[src/rtl/mem_pkg.sv]
// mem_pkg: shared definitions for the M-stage memory access unit.
//   - load/store op encodings (OP_LW .. OP_SB)
//   - access FSM state enum
//   - byte/halfword/word lane widths
//   - helper to classify sub-word stores (read-modify-write)
package mem_pkg;

  localparam logic [2:0] OP_LW  = 3'd0;
  localparam logic [2:0] OP_LH  = 3'd1;
  localparam logic [2:0] OP_LHU = 3'd2;
  localparam logic [2:0] OP_LB  = 3'd3;
  localparam logic [2:0] OP_LBU = 3'd4;
  localparam logic [2:0] OP_SW  = 3'd5;
  localparam logic [2:0] OP_SH  = 3'd6;
  localparam logic [2:0] OP_SB  = 3'd7;

  localparam int BYTE_W = 8;
  localparam int HALF_W = 16;
  localparam int WORD_W = 32;

  typedef enum logic [1:0] {
    S_IDLE  = 2'd0,
    S_READ  = 2'd1,
    S_WRITE = 2'd2,
    S_DONE  = 2'd3
  } mau_state_e;

  // Sub-word stores need the old word first.
  function automatic logic is_rmw_store(input logic [2:0] op);
    return (op == OP_SH) || (op == OP_SB);
  endfunction

endpackage

[src/rtl/load_store_align.sv]
// load_store_align: combinational lane handling for loads and stores.
// Ports:
//   i_op       load/store op (mem_pkg encoding)
//   i_addr_lo  byte address bits [1:0]
//   i_rd_word  word read from data memory
//   i_st_data  store data from the pipeline
//   o_ld_val   lane-extracted, sign/zero-extended load value
//   o_st_word  full word to write (merged for SB/SH, raw for SW)
//   o_misalign alignment fault for this op/address
module load_store_align
  import mem_pkg::*;
(
  input  logic [2:0]        i_op,
  input  logic [1:0]        i_addr_lo,
  input  logic [WORD_W-1:0] i_rd_word,
  input  logic [WORD_W-1:0] i_st_data,
  output logic [WORD_W-1:0] o_ld_val,
  output logic [WORD_W-1:0] o_st_word,
  output logic              o_misalign
);

  logic [BYTE_W-1:0] w_byte;
  logic [HALF_W-1:0] w_half;
  logic [4:0]        w_bit_ofs;

  assign w_bit_ofs = {i_addr_lo, 3'b000};
  assign w_byte    = i_rd_word[w_bit_ofs +: BYTE_W];
  assign w_half    = i_addr_lo[1] ? i_rd_word[31:16] : i_rd_word[15:0];

  always_comb begin
    o_ld_val = '0;
    unique case (i_op)
      OP_LW:   o_ld_val = i_rd_word;
      OP_LH:   o_ld_val = {{(WORD_W-HALF_W){w_half[HALF_W-1]}}, w_half};
      OP_LHU:  o_ld_val = {{(WORD_W-HALF_W){1'b0}}, w_half};
      OP_LB:   o_ld_val = {{(WORD_W-BYTE_W){w_byte[BYTE_W-1]}}, w_byte};
      OP_LBU:  o_ld_val = {{(WORD_W-BYTE_W){1'b0}}, w_byte};
      default: o_ld_val = '0;
    endcase
  end

  // Untouched lanes keep the value read back from memory.
  always_comb begin
    o_st_word = i_rd_word;
    unique case (i_op)
      OP_SW: o_st_word = i_st_data;
      OP_SB: o_st_word[w_bit_ofs +: BYTE_W] = i_st_data[BYTE_W-1:0];
      OP_SH: begin
        if (i_addr_lo[1]) o_st_word[31:16] = i_st_data[HALF_W-1:0];
        else              o_st_word[15:0]  = i_st_data[HALF_W-1:0];
      end
      default: o_st_word = i_rd_word;
    endcase
  end

  always_comb begin
    o_misalign = 1'b0;
    unique case (i_op)
      OP_LW, OP_SW:         o_misalign = (i_addr_lo != 2'b00);
      OP_LH, OP_LHU, OP_SH: o_misalign = i_addr_lo[0];
      default:              o_misalign = 1'b0;
    endcase
  end

endmodule

[src/rtl/mem_access_unit.sv]
// mem_access_unit: M-stage load/store initiator towards word-addressed data
// memory over a req/ack handshake. Sub-word stores are read-modify-write.
// Optional feature macro: MEM_TRACE_EN (prints one line per acknowledged write).
// Ports:
//   clk, reset (async, active low)
//   req_valid/req_op/req_addr/req_wdata/req_pc  pipeline request (held while stall)
//   stall, done, rdata, misalign                 pipeline response
//   dm_req/dm_we/dm_addr/dm_wdata                memory request (held until dm_ack)
//   dm_ack/dm_rdata                              memory response
//
// state   | meaning
// S_IDLE  | waiting for req_valid; captures the request
// S_READ  | memory read (loads, and first half of SB/SH)
// S_WRITE | memory write (SW, and merged word of SB/SH)
// S_DONE  | one-cycle completion, pipeline advances
module mem_access_unit
  import mem_pkg::*;
#(
  parameter int ADDR_W = 12
) (
  input  logic        clk,
  input  logic        reset,
  input  logic        req_valid,
  input  logic [2:0]  req_op,
  input  logic [31:0] req_addr,
  input  logic [31:0] req_wdata,
  input  logic [31:0] req_pc,
  output logic        stall,
  output logic        done,
  output logic [31:0] rdata,
  output logic        misalign,
  output logic        dm_req,
  output logic        dm_we,
  output logic [31:0] dm_addr,
  output logic [31:0] dm_wdata,
  input  logic        dm_ack,
  input  logic [31:0] dm_rdata
);

  mau_state_e        r_state;
  mau_state_e        w_state_nxt;
  logic [2:0]        r_op;
  logic [ADDR_W-1:0] r_addr;
  logic [31:0]       r_wdata;
  logic [31:0]       r_rword;
  logic              r_misalign;

  logic [2:0]  w_op;
  logic [1:0]  w_addr_lo;
  logic [31:0] w_ld_val;
  logic [31:0] w_st_word;
  logic        w_misalign;
  logic [31:0] w_dm_addr;
  logic        w_unused_in;

  // In IDLE the align block judges the live request so misalignment can steer
  // the first transition; afterwards it works on the captured copy.
  assign w_op      = (r_state == S_IDLE) ? req_op        : r_op;
  assign w_addr_lo = (r_state == S_IDLE) ? req_addr[1:0] : r_addr[1:0];

  load_store_align u_align (
    .i_op       (w_op),
    .i_addr_lo  (w_addr_lo),
    .i_rd_word  (r_rword),
    .i_st_data  (r_wdata),
    .o_ld_val   (w_ld_val),
    .o_st_word  (w_st_word),
    .o_misalign (w_misalign)
  );

  assign w_dm_addr   = 32'({r_addr[ADDR_W-1:2], 2'b00});
  assign w_unused_in = ^{req_pc, req_addr};

  always_ff @(posedge clk or negedge reset) begin
    if (!reset) r_state <= S_IDLE;
    else        r_state <= w_state_nxt;
  end

  always_comb begin
    w_state_nxt = r_state;
    unique case (r_state)
      S_IDLE: begin
        if (req_valid) begin
          if (w_misalign)           w_state_nxt = S_DONE;
          else if (req_op == OP_SW) w_state_nxt = S_WRITE;
          else                      w_state_nxt = S_READ;
        end
      end
      S_READ: begin
        if (dm_ack) w_state_nxt = is_rmw_store(r_op) ? S_WRITE : S_DONE;
      end
      S_WRITE: begin
        if (dm_ack) w_state_nxt = S_DONE;
      end
      S_DONE:  w_state_nxt = S_IDLE;
      default: w_state_nxt = S_IDLE;
    endcase
  end

  // Reset is folded into stall so the pipeline is released the moment reset
  // asserts, even though req_valid may still be high.
  always_comb begin
    stall    = reset & req_valid & (r_state != S_DONE);
    done     = 1'b0;
    misalign = 1'b0;
    rdata    = '0;
    dm_req   = 1'b0;
    dm_we    = 1'b0;
    dm_addr  = w_dm_addr;
    dm_wdata = '0;
    unique case (r_state)
      S_READ: dm_req = 1'b1;
      S_WRITE: begin
        dm_req   = 1'b1;
        dm_we    = 1'b1;
        dm_wdata = (r_op == OP_SW) ? r_wdata : w_st_word;
      end
      S_DONE: begin
        done     = 1'b1;
        misalign = r_misalign;
        rdata    = r_misalign ? '0 : w_ld_val;
      end
      default: ;
    endcase
  end

  always_ff @(posedge clk or negedge reset) begin
    if (!reset) begin
      r_op       <= OP_LW;
      r_addr     <= '0;
      r_wdata    <= '0;
      r_rword    <= '0;
      r_misalign <= 1'b0;
    end else begin
      if (r_state == S_IDLE && req_valid) begin
        r_op       <= req_op;
        r_addr     <= req_addr[ADDR_W-1:0];
        r_wdata    <= req_wdata;
        r_misalign <= w_misalign;
      end
      if (r_state == S_READ && dm_ack) r_rword <= dm_rdata;
    end
  end

`ifdef MEM_TRACE_EN
  logic [31:0] r_pc;

  always_ff @(posedge clk or negedge reset) begin
    if (!reset)                          r_pc <= '0;
    else if (r_state == S_IDLE && req_valid) r_pc <= req_pc;
  end

  always @(posedge clk) begin
    if (reset && dm_we && dm_ack)
      $display("%d@%h: *%h <= %h", $time, r_pc, dm_addr, dm_wdata);
  end
`endif

endmodule

[config.mk]
export PLATFORM = sky130hd
export DESIGN_NAME = mem_access_unit
export DESIGN_NICKNAME = d
export VERILOG_FILES = /design/src/rtl/mem_pkg.sv /design/src/rtl/load_store_align.sv /design/src/rtl/mem_access_unit.sv
export SDC_FILE = /design/constraint.sdc
export NUM_CORES = 1
export LEC_CHECK = 0
export CAP_MARGIN = 20
export CORE_UTILIZATION = 44
export CTS_BUF_LIST = sky130_fd_sc_hd__clkbuf_16
export CTS_CLUSTER_SIZE = 24
export DETAILED_ROUTE_END_ITERATION = 10
export PLACE_DENSITY_LB_ADDON = 0.2
export REMOVE_ABC_BUFFERS = 1
export SLEW_MARGIN = 0
export SYNTH_ARGS = -nofsm -noshare
export SYNTH_HDL_FRONTEND = slang
export SYNTH_SLANG_ARGS = --single-unit
[constraint.sdc]
create_clock -name clk -period 3.7 [get_ports clk]
set_input_delay 0.74 -clock clk [delete_from_list [all_inputs] [get_ports clk]]
set_output_delay 0.74 -clock clk [all_outputs]
set_load 0.02 [all_outputs]
==> out/summary.log <==
INFO  power_and_ir_drop vdd_drop_max=0.472mV
INFO  cts            cts_tree=yes
INFO  finish         n_antenna_cell=0
INFO  floorplan      core_area=0.0122mm²
INFO  cts            clk_pin_slew=0.07ns
INFO  floorplan      dieWidth=115µm
INFO  critical_path  worst-r2r-setup-slack=1.13ns
INFO  critical_path  cp_data_arrival_time=2.96ns
INFO  drt            postRouteWirelength=18.2mm
INFO  global_route   grt_first_pass_wirelength=28.2mm
INFO  global_route   first_global_vias=5,251
INFO  outcome        run_status=finished with violations
INFO  outcome        violations=setup timing
INFO  timing         fin_hold_ws=0.439ns
INFO  run            cap_viol_max_count=0
INFO  floorplan      io_pins=236
INFO  drt            first_iter_violations=349
INFO  floorplan      floorplan.die_area=0.0131mm²
INFO  drt            drtPass1Iterations=6
INFO  floorplan      placementRows=40
INFO  logic_synthesis synth_edf_count=0
INFO  drt            vias=5,368
INFO  timing         report.final.hold_viol_count=0
INFO  logic_synthesis synth_ff_type=dfrtp_1
INFO  critical_path  cp.required=2.96ns
INFO  finish         nFillCells=1,051
INFO  finish         final_net_count=909
INFO  power_and_ir_drop power.share.sequential=0.261
INFO  logic_synthesis synth_xor_area_frac=0.00314
INFO  placed_design  dpl_cell_area=0.00764mm²
INFO  timing         worst_slew_margin_rel=0.599
INFO  min_path       worst_hold_path_type=in -> async
INFO  critical_path  ws_path_type=in -> out
INFO  drt            antenna_left=0
INFO  power_and_ir_drop internal=0.00419W
INFO  critical_path  crit_chain=clkdlybuf4s50_1 > mux2i_4 > ha_2 > nor2_1 > and4_1 > buf_4 > a221oi_1 > a21oi_1 > clkdlybuf4s15_2
INFO  drt            vias_per_cell=5.71
INFO  power_and_ir_drop clock_power_share=0.130
INFO  timing         setup_repair_after_global_routing_missed_its_margin=yes
INFO  logic_synthesis synth-compound-area-share=0.238
INFO  cts            clock_path_buffers=2
INFO  finish         post_route_cells_drive_above_1_share=0.303
INFO  timing         min_period=3.70ns
INFO  timing         maxClockFrequency=270MHz
INFO  placed_design  gpl.final_weighted_congestion=0.904
INFO  cts            cts_hold_buffers=0
INFO  critical_path  r2r_cells=9
INFO  global_route   overflow=0
INFO  drt            drc=0
INFO  cts            cts_root_buf=clkbuf_16
INFO  logic_synthesis netlist_instances=569
INFO  timing         clock-skew-final=0.00629ns
INFO  floorplan      start_util=0.459
INFO  critical_path  timing.critical_path.slowest_stage_cell=clkdlybuf4s50_1
INFO  power_and_ir_drop swShare=0.452
INFO  finish         final_common_cell=clkdlybuf4s50_1
INFO  cts            numCtsBuffers=9
INFO  power_and_ir_drop powerDensity=957mW/mm²
INFO  logic_synthesis synth_area_per_cell=9.80µm²
INFO  critical_path  reg2reg_to=r_state[0]
INFO  global_route   initial_antenna_violation_count=0
INFO  logic_synthesis main_combinational_cell_family_by_area_after_synthesis=compound AO/OA/AOI/OAI gates
INFO  logic_synthesis yosysUniqueCellTypes=65
INFO  critical_path  reg2reg_from=r_state[1]
INFO  logic_synthesis muxShareOfSynthArea=0.181
INFO  cts            clock-sinks=82
INFO  timing         report.final.setup_viol=1
INFO  placed_design  port_buffers=161
INFO  logic_synthesis postSynthRegisterBits=82
INFO  drt            avgRoutedWirePerCell=19.4µm
INFO  cts            htreeDepth=3
INFO  floorplan      chipHeight=115µm
INFO  power_and_ir_drop power.combinational.fraction=0.609
INFO  placed_design  dp_hpwl=13.7mm
INFO  cts            insertion_delay=0.35ns
INFO  global_route   track_usage=0.283
INFO  finish         layout_common_cells=clkdlybuf4s50_1, dfrtp_1, mux2_2
INFO  logic_synthesis syn_area=0.00558mm²
INFO  logic_synthesis synthArstFlopShare=1.00
INFO  critical_path  critical-path-max-stage-delay=0.47ns
INFO  critical_path  largest_fanout_of_any_net_on_the_critical_path=5
INFO  logic_synthesis synth_warnings=0
INFO  finish         finalInstanceArea=0.00798mm²
INFO  power_and_ir_drop leakagePower=3.46nW
INFO  timing         tightest_slew=0.602ns
INFO  timing         maxSlewViolCount=0
INFO  global_route   largest_net_degree_at_the_start_of_global_routing=47
INFO  timing         finalWorstSetupSlack=-0.000411ns
INFO  logic_synthesis post_synth_fa_ha_maj_area_fraction=0.0157
INFO  critical_path  cp-endpoint=dm_wdata[8]
INFO  timing         post-route-period-util=1.00
INFO  critical_path  setup.worst_path.end_class=output pin
INFO  logic_synthesis synthSimpleGateAreaFrac=0.106
INFO  critical_path  setup.worst_path.start=req_addr[1]
INFO  critical_path  worstSetupStartpointType=primary input
INFO  power_and_ir_drop net_switching_power_of_the_design=0.00345W
INFO  finish         area_growth=43.0%
INFO  logic_synthesis seq_area_frac_synth=0.368
## logic make-up (layout without fill, tap and decap cells)
kind of cell / count (synthesis) / count (layout)
compound gates: 179 / 179
xor+xnor: 2 / 2
fa+ha+maj: 7 / 7
buf+inv: 83 / 265
flops: 82 / 82
mux: 89 / 89
other cells: 1 / 22
simple gates: 126 / 126
## per-stage QoR
stage | cells | setup TNS [ns] | setup WS (ns) | util | power, W
after floorplan | 517 | -5.89 | -0.225 | - | 0.00442
after global placement | 921 | -23.60 | -0.526 | 0.628 | 0.00644
after detailed placement | 921 | -24.70 | -0.611 | 0.628 | 0.00654
after CTS | 938 | -0.0203 | -0.0203 | 0.656 | 0.00751
after global routing | 940 | -0.286 | -0.102 | 0.656 | 0.00810
final | 940 | -0.000411 | -0.000411 | 0.656 | 0.00764
## state kept, by name, indices dropped and copies added, names as in the netlist
| signal | cells |
|---|---|
| r_wdata | 32 |
| r_op | 3 |
| r_addr | 12 |
| r_state | 2 |
| r_misalign | 1 |
| r_rword | 32 |
## layer usage
layer	global-route usage	share of wire
met5	0	0
met4	0.117	0.025
met3	0.0513	0.080
met2	0.432	0.44
met1	0.396	0.45
## critical path, delay by kind of cell
family | cells | cell delay (ns)
AOI/OAI and AO/OA | 2 | 0.43
muxes | 1 | 0.28
adders and majority gates | 1 | 0.27
and+or+nand+nor | 2 | 0.30
buffers and inverters | 3 | 0.92
## timing repair
action | in CTS | in global routing
pin swaps | 1 | 2
resized for setup | 123 | 60
hold endpoints to repair | 0 | 0
buffers inserted | 1 | 2
endpoints found under the setup margin | 64 | 49
## power by group through the flow
stage          clock [W]  sequential, W  combinational, W
5_1_grt          0.00105        0.00204           0.00501
3_3_place_gp           0        0.00194           0.00450
6_report        0.000993        0.00200           0.00465
4_1_cts          0.00100        0.00196           0.00455
3_5_place_dp           0        0.00197           0.00457
2_1_floorplan          0        0.00181           0.00261
## synthesized netlist by cell type (5+ instances only)
master    instances  area share
dfrtp_1          82        0.37
mux2_2           82        0.17
nand2_1          61       0.041
a21oi_1          36       0.032
buf_4            34       0.046
o21ai_0          31       0.028
nor2_1           25       0.017
a221o_1          23       0.041
a221oi_1         23       0.036
buf_2            14       0.013
clkbuf_1         14      0.0094
nand2b_1         13       0.015
a22o_1            8       0.013
a32o_1            8       0.014
a32oi_1           8       0.013
inv_1             8      0.0054
a31oi_1           7      0.0079
ha_1              7       0.016
buf_1             6      0.0040
mux2i_1           5      0.0090
o22ai_1           5      0.0056
## worst min-delay path by stage
stage,endpoint,depth (start not counted),slack (ns)
after floorplan,r_addr[0],0,0.44
after global placement,r_addr[3],1,0.49
after detailed placement,r_addr[3],1,0.50
after CTS,r_op[0],2,0.45
after global routing,r_op[0],2,0.48
final,r_op[0],2,0.44
## layout make-up
class | count | area [µm²] | area share
clock buffers | 9 | 225 | 0.0282
multi-input cells | 425 | 3240 | 0.406
well taps | 168 | 210 | 0.0264
repair buffers | 239 | 2110 | 0.264
inverters | 10 | 43.8 | 0.00549
flip-flops and latches | 82 | 2050 | 0.257
clock inverters | 7 | 98.8 | 0.0124
Note: power is estimated with default switching activity, not from simulation.
